**src/rtl/blackbox_sweeper.sv**
```systemverilog
`timescale 1ns/1ps
`default_nettype none
// ============================================================================
// Module      : blackbox_sweeper
// Description : Sweeps all 8 input vectors {x,b,d} of a 3-input combinational
//               unit. Each vector is held for SETTLE cycles and then z is
//               sampled. The sweep builds an 8-bit truth table, which is
//               compared against EXPECTED to give pass/fail and the lowest
//               failing vector.
// Revision    : 1.0 - initial release
// ============================================================================
module blackbox_sweeper #(
  parameter int          SETTLE   = 1,     // legal range 1..255
  parameter logic [7:0]  EXPECTED = 8'h31
) (
  input  logic       clk,
  input  logic       reset_n,
  input  logic       start,
  input  logic       abort,
  output logic       x,
  output logic       b,
  output logic       d,
  input  logic       z,
  output logic       busy,
  output logic       done,
  output logic [7:0] truth,
  output logic       pass,
  output logic [2:0] first_bad
);

  localparam logic [1:0] ST_IDLE   = 2'd0;
  localparam logic [1:0] ST_SETTLE = 2'd1;
  localparam logic [1:0] ST_SAMPLE = 2'd2;
  localparam logic [1:0] ST_DONE   = 2'd3;

  // Compare against SETTLE-1 so the 8-bit counter never has to reach SETTLE.
  localparam logic [7:0] SETTLE_LAST = 8'(SETTLE - 1);

  logic [1:0] state_q, state_d;
  logic [2:0] idx_q, idx_d;
  logic [7:0] cnt_q, cnt_d;
  logic [7:0] truth_q, truth_d;
  logic       pass_q, pass_d;
  logic [2:0] first_bad_q, first_bad_d;

  // Table with the current vector's z merged in. It is used both for the
  // normal capture and for the final pass/first_bad verdict.
  logic [7:0] w_truth_cap;
  logic [7:0] w_diff;

  // Lowest set bit of v; 0 when v is all zeros.
  function automatic logic [2:0] f_lowest_set(input logic [7:0] v);
    logic [2:0] r;
    r = 3'd0;
    for (int i = 7; i >= 0; i--) begin
      if (v[i]) r = 3'(i);
    end
    return r;
  endfunction

  // Next-state and datapath decode for the sweep sequencer.
  always_comb begin
    state_d     = state_q;
    idx_d       = idx_q;
    cnt_d       = cnt_q;
    truth_d     = truth_q;
    pass_d      = pass_q;
    first_bad_d = first_bad_q;
    w_truth_cap = truth_q;
    w_truth_cap[idx_q] = z;
    w_diff      = w_truth_cap ^ EXPECTED;

    case (state_q)
      ST_IDLE: begin
        if (start && !abort) begin
          state_d     = ST_SETTLE;
          idx_d       = 3'd0;
          cnt_d       = 8'd0;
          truth_d     = 8'd0;
          pass_d      = 1'b0;
          first_bad_d = 3'd0;
        end
      end
      ST_SETTLE: begin
        if (abort) begin
          state_d = ST_IDLE;
          idx_d   = 3'd0;
        end else if (cnt_q == SETTLE_LAST) begin
          state_d = ST_SAMPLE;
        end else begin
          cnt_d = cnt_q + 8'd1;
        end
      end
      ST_SAMPLE: begin
        if (abort) begin
          // Abort wins over the capture; the partial table is kept as-is.
          state_d = ST_IDLE;
          idx_d   = 3'd0;
        end else begin
          truth_d = w_truth_cap;
          if (idx_q == 3'd7) begin
            // The verdict is registered together with the final bit so it
            // is already valid while done is high.
            state_d     = ST_DONE;
            idx_d       = 3'd0;
            pass_d      = (w_truth_cap == EXPECTED);
            first_bad_d = f_lowest_set(w_diff);
          end else begin
            state_d = ST_SETTLE;
            idx_d   = idx_q + 3'd1;
            cnt_d   = 8'd0;
          end
        end
      end
      ST_DONE: begin
        state_d = ST_IDLE;
      end
      default: begin
        state_d = ST_IDLE;
        idx_d   = 3'd0;
      end
    endcase
  end

  // State registers with asynchronous active-low reset.
  always_ff @(posedge clk or negedge reset_n) begin
    if (!reset_n) begin
      state_q     <= ST_IDLE;
      idx_q       <= 3'd0;
      cnt_q       <= 8'd0;
      truth_q     <= 8'd0;
      pass_q      <= 1'b0;
      first_bad_q <= 3'd0;
    end else begin
      state_q     <= state_d;
      idx_q       <= idx_d;
      cnt_q       <= cnt_d;
      truth_q     <= truth_d;
      pass_q      <= pass_d;
      first_bad_q <= first_bad_d;
    end
  end

  assign {x, b, d}  = idx_q;
  assign busy       = (state_q == ST_SETTLE) || (state_q == ST_SAMPLE);
  assign done       = (state_q == ST_DONE);
  assign truth      = truth_q;
  assign pass       = pass_q;
  assign first_bad  = first_bad_q;

endmodule
`default_nettype wire

```
**config.mk**
```make
export PLATFORM = sky130hd
export DESIGN_NAME = blackbox_sweeper
export DESIGN_NICKNAME = d
export VERILOG_FILES = /design/src/rtl/blackbox_sweeper.sv
export SDC_FILE = /design/constraint.sdc
export NUM_CORES = 1
export LEC_CHECK = 0
export CAP_MARGIN = 25
export CORE_MARGIN = 2
export CORE_UTILIZATION = 54
export CTS_CLUSTER_DIAMETER = 60
export DETAILED_ROUTE_END_ITERATION = 8
export PLACE_DENSITY_LB_ADDON = 0.05
export REMOVE_ABC_BUFFERS = 1
export SLEW_MARGIN = 20
export SYNTH_ARGS = -nofsm -noshare
export SYNTH_HDL_FRONTEND = slang
export SYNTH_SLANG_ARGS = --single-unit
```
**constraint.sdc**
```tcl
create_clock -name clk -period 3.8 [get_ports clk]
set_clock_uncertainty 0.1 [all_clocks]
set_input_delay 0.76 -clock clk [delete_from_list [all_inputs] [get_ports clk]]
set_output_delay 0.76 -clock clk [all_outputs]
set_load 0.02 [all_outputs]
```
* Word level (Yosys, flattened, before mapping)
Cells that the tools add are included.
** Word-level totals
- Bits in registers :: 25
- Output and inout bits :: 17
- Word-level logic and storage cells :: 74
** Cells by class
- Add/sub/neg operators :: 2
- Magnitude comparators :: 2
- Eq/ne operators :: 13
- Muxes and demuxes :: 37
- Bitwise gates (word level) :: 1
- Reduce and logical (&&, ||, !) cells :: 13
** Operators by type and width (count)
- $mux 8 :: 6
- $mux 3 :: 14
- $pmux 8 s3 :: 1
- $pmux 8 s2 :: 1
- $ne 2x2->1 const B :: 7
- $mux 2 :: 5
- $pmux 3 s3 :: 1
- $add 8x1->8 const B :: 1
- $bwmux 8 :: 1
- $eq 8x6->1 const B :: 1
- $logic_not 8->1 :: 1
- $pmux 2 s4 :: 1
- $pmux 3 s2 :: 1
- $reduce_and 3->1 :: 2
- $reduce_and 6->1 :: 1
- $eq 2x2->1 const B :: 2
- $lt 3x4->1 const B :: 1
- $mux 1 :: 4
- $reduce_and 4->1 :: 1
- $add 3x1->3 const B :: 1
- $demux 1 s3 :: 1
- $eq 3x3->1 const B :: 1
- $ge 3x1->1 const B :: 1
- $ne 3x3->1 const B :: 1
- 10 further kinds :: 11

* Logic depth before layout (Yosys ltp)
Gate-level depths: netlist of run 1.
- Depth in word-level cells :: 16
- Gate-level depth with buffers :: 8
- Mapped depth without buffers :: 7

* Worst setup path before layout of run 1
OpenSTA, ideal clock, no wires.
- Path type :: reg2reg
- Start :: reg idx_q[0]
- End :: reg cnt_q[6]
- Setup time :: 0.126 ns
- Arrival time :: 1.889 ns
- Setup slack :: 1.686 ns
- Stages on the path, launching flop included :: 9
- Buffers on the path :: 1
- Clock period less this slack :: 2.114 ns
- Cell sequence :: dfrtp_1 ha_1 ha_1 a21oi_1 and3_1 buf_2 o21ai_2 o31a_1 a2bb2oi_1
** Between the ends
- Longest elaborated chain between the ends :: 3
** RTL lines
- start, declared :: line 40 : logic [2:0] idx_q, idx_d;
- start signal, assigned :: line 136 : idx_q <= idx_d;
- $eq 3x3->1 :: line 101 : if (idx_q == 3'd7) begin
- $ne 2x2->1 (no source line)
- $reduce_and 6->1 (no source line)
- end signal, assigned :: line 137 : cnt_q <= cnt_d;
- end, declared :: line 41 : logic [7:0] cnt_q, cnt_d;
Every way passes these cells.
A chain may end at the register's enable or synchronous reset.

* Worst setup path after layout of run 1
- Start :: reg idx_q[0]
- End :: out d
** RTL lines
- end, declared :: line 22 : output logic d,
No word-level cell between the ends.

==> results of run 1 <==
## per-layer routing
layer | part of all wire (%) | global-route usage [%]
met5 | 0 | 0
met4 | 2.5 | 10.5
met3 | 3.7 | 3.68
met2 | 50 | 42.1
met1 | 44 | 28.9
## stage by stage
step | worst slack, ns | cell area (µm²) | total power (W)
6_report | 1.10 | 1920 | 0.000761
4_1_cts | 1.09 | 1920 | 0.000766
3_3_place_gp | 1.15 | 1890 | 0.000627
3_5_place_dp | 1.13 | 1890 | 0.000642
5_1_grt | 0.978 | 1920 | 0.000809
2_1_floorplan | 1.55 | 1630 | 0.000534
## sequential cells by signal, summed over array words and instances (netlist names)
register   count
cnt_q          8
truth          8
first_bad      3
idx_q          3
state_q        2
pass           1
## placed cells by master (no fill, tap or decap), types with 3 or more instances in the layout
cell / instances
nand3_1: 6
a211oi_1: 3
nor2_1: 9
o21ai_0: 9
dfrtp_1: 25
xnor2_1: 3
o22ai_1: 8
o21ai_1: 3
clkbuf_4: 3
clkdlybuf4s50_1: 21
nand2_1: 16
ha_1: 8
and2_1: 3
a21oi_1: 10
a32o_1: 3
inv_1: 18
and3_1: 4
nor2b_1: 3
## power by group through the flow
stage | registers (W) | logic (W) | clock network [W]
floorplan | 0.000325 | 0.000209 | 0
global placement | 0.000321 | 0.000306 | 0
detailed placement | 0.000323 | 0.000319 | 0
CTS | 0.000317 | 0.000320 | 0.000128
global route | 0.000322 | 0.000352 | 0.000135
finish | 0.000317 | 0.000321 | 0.000123
## logic make-up (layout without fill, tap and decap cells)
family | after synthesis | in the layout | synth area share, %
xor gates and xnor gates | 5 | 5 | 2.60
muxes | 3 | 3 | 1.86
DFF | 25 | 25 | 37.2
and+or+nand+nor | 58 | 58 | 20.9
adders and majority gates | 8 | 8 | 5.95
buffers and inverters | 24 | 44 | 6.99
AOI/OAI and AO/OA | 59 | 59 | 24.5
## worst max-delay path by stage
stage / startpoint / endpoint / slack [ns]
2_1_floorplan: idx_q[0] / cnt_q[6] / 1.55
3_3_place_gp: z / pass / 1.15
3_5_place_dp: z / pass / 1.13
4_1_cts: idx_q[0] / d / 1.09
5_1_grt: idx_q[0] / d / 0.98
6_report: idx_q[0] / d / 1.10
## final cells by class
type                       instances  share of cell area (%)
clock buffer                       4                    1.37
multi-input combinational        133                    49.0
sequential                        25                    32.6
timing repair buffer              22                    11.4
tap                               33                    2.15
inverter                          18                    3.52
==> results.toml, run 1 <==
[detailed_routing]
vias = 1468
firstDrtPassIters = 4
antenna_left = 0
drc_errors = 0
routed_wl_um = 3830
drtIter0Drc = 95
wl_per_cell_um = 16.3
viasPerCell = 6.25

[logic_synthesis]
synthTopCellsByCount = "dfrtp_1, inv_1, nand2_1, a21oi_1"
ys_warn_count = 0
synth_cell_types = 54
netlist_area_mm2 = 0.00168
yosysSeqAreaShare_pct = 37.2
yosys-top-cells-area = "dfrtp_1, ha_1, inv_1"
synth_edf_count = 0
ys_seq_elements = 25
yosysMostFrequentCell = "dfrtp_1"
ys.flop_type = "dfrtp_1"
yosys.area.top_type = "dfrtp_1"
async_flop_share_pct = 100
yosys.area.top_type_share_pct = 37.2
synth_area_per_cell_um2 = 9.24
syn_inst = 182

[pwr]
p_leak_nw = 0.778
pwr_density_cell_mw_per_mm2 = 397
p_int_w = 0.000447
netSwitchingFraction_pct = 41.3
clkPwrFrac_pct = 16.2
seqPwrFrac_pct = 41.7
irDropWorstVdd_mv = 0.310
pwr-share-comb_pct = 42.1
p_sw_w = 0.000314

[run_status]
status = "completed"

[critical_path]
reg2reg_to = "cnt_q[6]"
required_ns = 2.94
r2r_start = "idx_q[0]"
path_delay_family = "flip-flops"
worst-path-buf-inv = 1
cp-end-kind = "output port"
worstPathCellList = "clkdlybuf4s50_1"
worst_path_max_delay_cell = "dfrtp_1"
critical_path_class = "flop to output port"
r2r_cells = 7
cp.depth = 1
r2r_slack_ns = 1.30
arrival_ns = 1.84
cp_slowest_stage_delay_ns = 0.78
startpoint_type = "flop"
worstPathMaxFanout = 19

[timing]
layout_min_cycle_time_ns = 2.70
tns_ns = 0
hold-worst-slack_ns = 0.411
worst_slew_pin_slew_ns = 0.648
drv_slew = 0
setup_violations = 0
slew_headroom_pct = 56.8
rsz0062_at_grt = "no"
fmax_mhz = 370
finalCritPeriodShare_pct = 71.0
finalHoldViolCount = 0

[finish]
register_area_um2 = 626
fin_nets = 216
drive_above_1_share_pct = 6.44
n_antenna_cell = 0
utilization_pct = 63.8
num-fill-cells = 283
finalNonFillerCells = 235
multi_input_area_um2 = 938
area_delta_synth_final_pct = 14.0

[cts]
htree_levels = 1
cts_resized = 0
cts_buffers = 3
cts_setup_buffers = 0
clockBufferDepth = 2
clk-insertion-delay-late_ns = 0.32
path_clk_slew_ns = 0.14
cts_sinks = 25
cts_hold_buf = 0
tritoncts = "done"
clockRootBuffer = "clkbuf_4"

[global_routing]
grt_pass1_vias = 1429
grt_start_max_net_pins = 26
grt_first_pass_wirelength_um = 6430
grt_overflow_total = 0
track_usage_pct = 24.0
antenna_found_initial = 0

[place]
io_buffers = 21
gp_congestion = 0.946
dp.cells = 231
hpwlAfterDp_um = 2850

[die]
die_area_mm2 = 0.00358
placementRows = 20
core_mm2 = 0.00300
start_util_pct = 56.0
ios = 22
die_w_um = 59.8
fp.dieH_um = 59.8

[min_path]
hp-start = "pass"
hp-class = "flop to flop"
whs_path_depth = 1
whs_endpoint = "pass"

[flow_run]
cap_violations = 0
No activity file was read; power rests on OpenSTA's default activity.
==> inputs of run 2 (changes only) <==
--- a/config.mk
+++ b/config.mk
@@ -7,7 +7,7 @@
 export LEC_CHECK = 0
 export CAP_MARGIN = 25
 export CORE_MARGIN = 2
-export CORE_UTILIZATION = 54
+export CORE_UTILIZATION = 49
 export CTS_CLUSTER_DIAMETER = 60
 export DETAILED_ROUTE_END_ITERATION = 8
 export PLACE_DENSITY_LB_ADDON = 0.05
==> constraint.sdc (replaced) <==
create_clock -name clk -period 2.2 [get_ports clk]
set_clock_uncertainty 0.1 [all_clocks]
set_input_delay 0.44 -clock clk [delete_from_list [all_inputs] [get_ports clk]]
set_output_delay 0.44 -clock clk [all_outputs]
set_load 0.02 [all_outputs]
==> run 2 against run 1 <==
  * Via count grew 1.4%
  * Worst hold slack lost 0.045 ns
  * Die area grew 9.5%
  * Clock power rose by 79%
  * First-iteration DRC count increased by 89%
  * Flip-flop and latch count did not move
  * Sequential share of layout area decreased by 1.6 points
  * Critical path type unchanged
  * Critical endpoint unchanged
==> results.toml, run 2 (synthesized netlist as in run 1, its figures left out) <==
[detailed_routing]
firstDrtPassIters = 4
viasPerCell = 5.77
wl_per_cell_um = 14.8
routed_wl_um = 3820
vias = 1489
drc_errors = 0
antenna_left = 0
drtIter0Drc = 180

[critical_path]
worstPathCellList = "buf_4 -> clkdlybuf4s50_1"
r2r_cells = 7
cp-end-kind = "output port"
cp_slowest_stage_delay_ns = 0.64
critical_path_class = "flop to output port"
arrival_ns = 1.57
r2r_slack_ns = 0.20
r2r_start = "state_q[0]"
worstPathMaxFanout = 18
startpoint_type = "flop"
worst_path_max_delay_cell = "clkdlybuf4s50_1"
reg2reg_to = "cnt_q[7]"
required_ns = 1.66

[pwr]
irDropWorstVdd_mv = 0.526
pwr_density_cell_mw_per_mm2 = 665
p_leak_nw = 0.850
finalPower_w = 0.00134

[timing]
fmax_mhz = 474
finalHoldViolCount = 0
drv_slew = 0
worst_slew_pin_slew_ns = 0.623
tns_ns = 0
layout_min_cycle_time_ns = 2.11
finalCritPeriodShare_pct = 96.0
slew_headroom_pct = 58.3
setup_violations = 0
rsz0062_at_grt = "no"

[flow_run]
cap_violations = 0

[finish]
fin_nets = 226
area_delta_synth_final_pct = 19.7
final_area_mm2 = 0.00201
num-fill-cells = 311
utilization_pct = 60.8
final_common_cell = "dfrtp_1"
drive_above_1_share_pct = 11.3
finalNonFillerCells = 258
n_antenna_cell = 0
mostFrequentLayoutCells = "dfrtp_1, clkdlybuf4s50_1, inv_1"

[run_status]
status = "completed"

[global_routing]
grt_overflow_total = 0
grt_pass1_vias = 1436
track_usage_pct = 20.7
antenna_found_initial = 0
grt_first_pass_wirelength_um = 6680
grt_start_max_net_pins = 26

[cts]
clk-insertion-delay-late_ns = 0.32
clockBufferDepth = 2
cts_buffers = 3
htree_levels = 1
tritoncts = "done"
path_clk_slew_ns = 0.15
cts_sinks = 25
clockRootBuffer = "clkbuf_4"

[place]
placed_area_mm2 = 0.00198
hpwlAfterDp_um = 2860
gp_congestion = 0.904
io_buffers = 21
dp.cells = 254

[die]
die_area_mm2 = 0.00392
fp.dieH_um = 62.6
die_w_um = 62.6
placementRows = 21
start_util_pct = 50.8
core_mm2 = 0.00331
ios = 22

[min_path]
hp-class = "input port to asynchronous set/reset pin"
run 2: final cells by class:
type / instances / area (µm²) / area share, %
repair buffers: 32 / 294 / 14.6
well taps: 46 / 57.6 / 2.86
multi-input cells: 133 / 938 / 46.6
clock inverters: 1 / 7.51 / 0.373
clock buffers: 3 / 22.5 / 1.12
flip-flops and latches: 25 / 626 / 31.1
inverters: 18 / 67.6 / 3.36
run 2: how the worst max path moves through the flow:
stage,startpoint,to,slack [ns],cells after the start
2_1_floorplan,idx_q[0],cnt_q[6],-0.05,7
3_3_place_gp,z,first_bad[0],0.03,6
3_5_place_dp,z,pass,-0.01,6
4_1_cts,state_q[0],done,0.05,2
5_1_grt,idx_q[0],d,0.02,2
6_report,idx_q[0],d,0.09,2
run 2: power breakdown:
| group | internal [W] | switching (W) |
|---|---|---|
| logic | 0.000226 | 0.000371 |
| clock network | 0.0000694 | 0.000150 |
| registers | 0.000492 | 0.0000296 |
| total | 0.000787 | 0.000551 |
run 2: critical path: cells and delay by family, from the launching register on:
kind	cells	cell delay, ns
buffers and inverters	2	0.87
DFF	1	0.38
run 2: timing repair:
action | in CTS | in global routing
cloned | 0 | 0
hold buffers | 0 | 0
gates resized for setup | 1 | 1
buffers inserted | 0 | 0
endpoints found under the setup margin | 1 | 1
run 2: per-layer routing:
layer	vias to the layer above	wire length, µm	GRT usage, %
met2	40	1850	35.1
met1	716	1750	27.8
li1	729	-	-
met5	-	0	0
met3	4	163	2.34
met4	0	57	6.67
run 2: metrics by stage:
stage	hold slack [ns]	setup slack, ns
after floorplan	0.0444	-0.0526
after detailed placement	0.392	-0.0114
after global routing	0.387	0.0224
after CTS	0.369	0.0542
final	0.367	0.0890
after global placement	0.378	0.0349
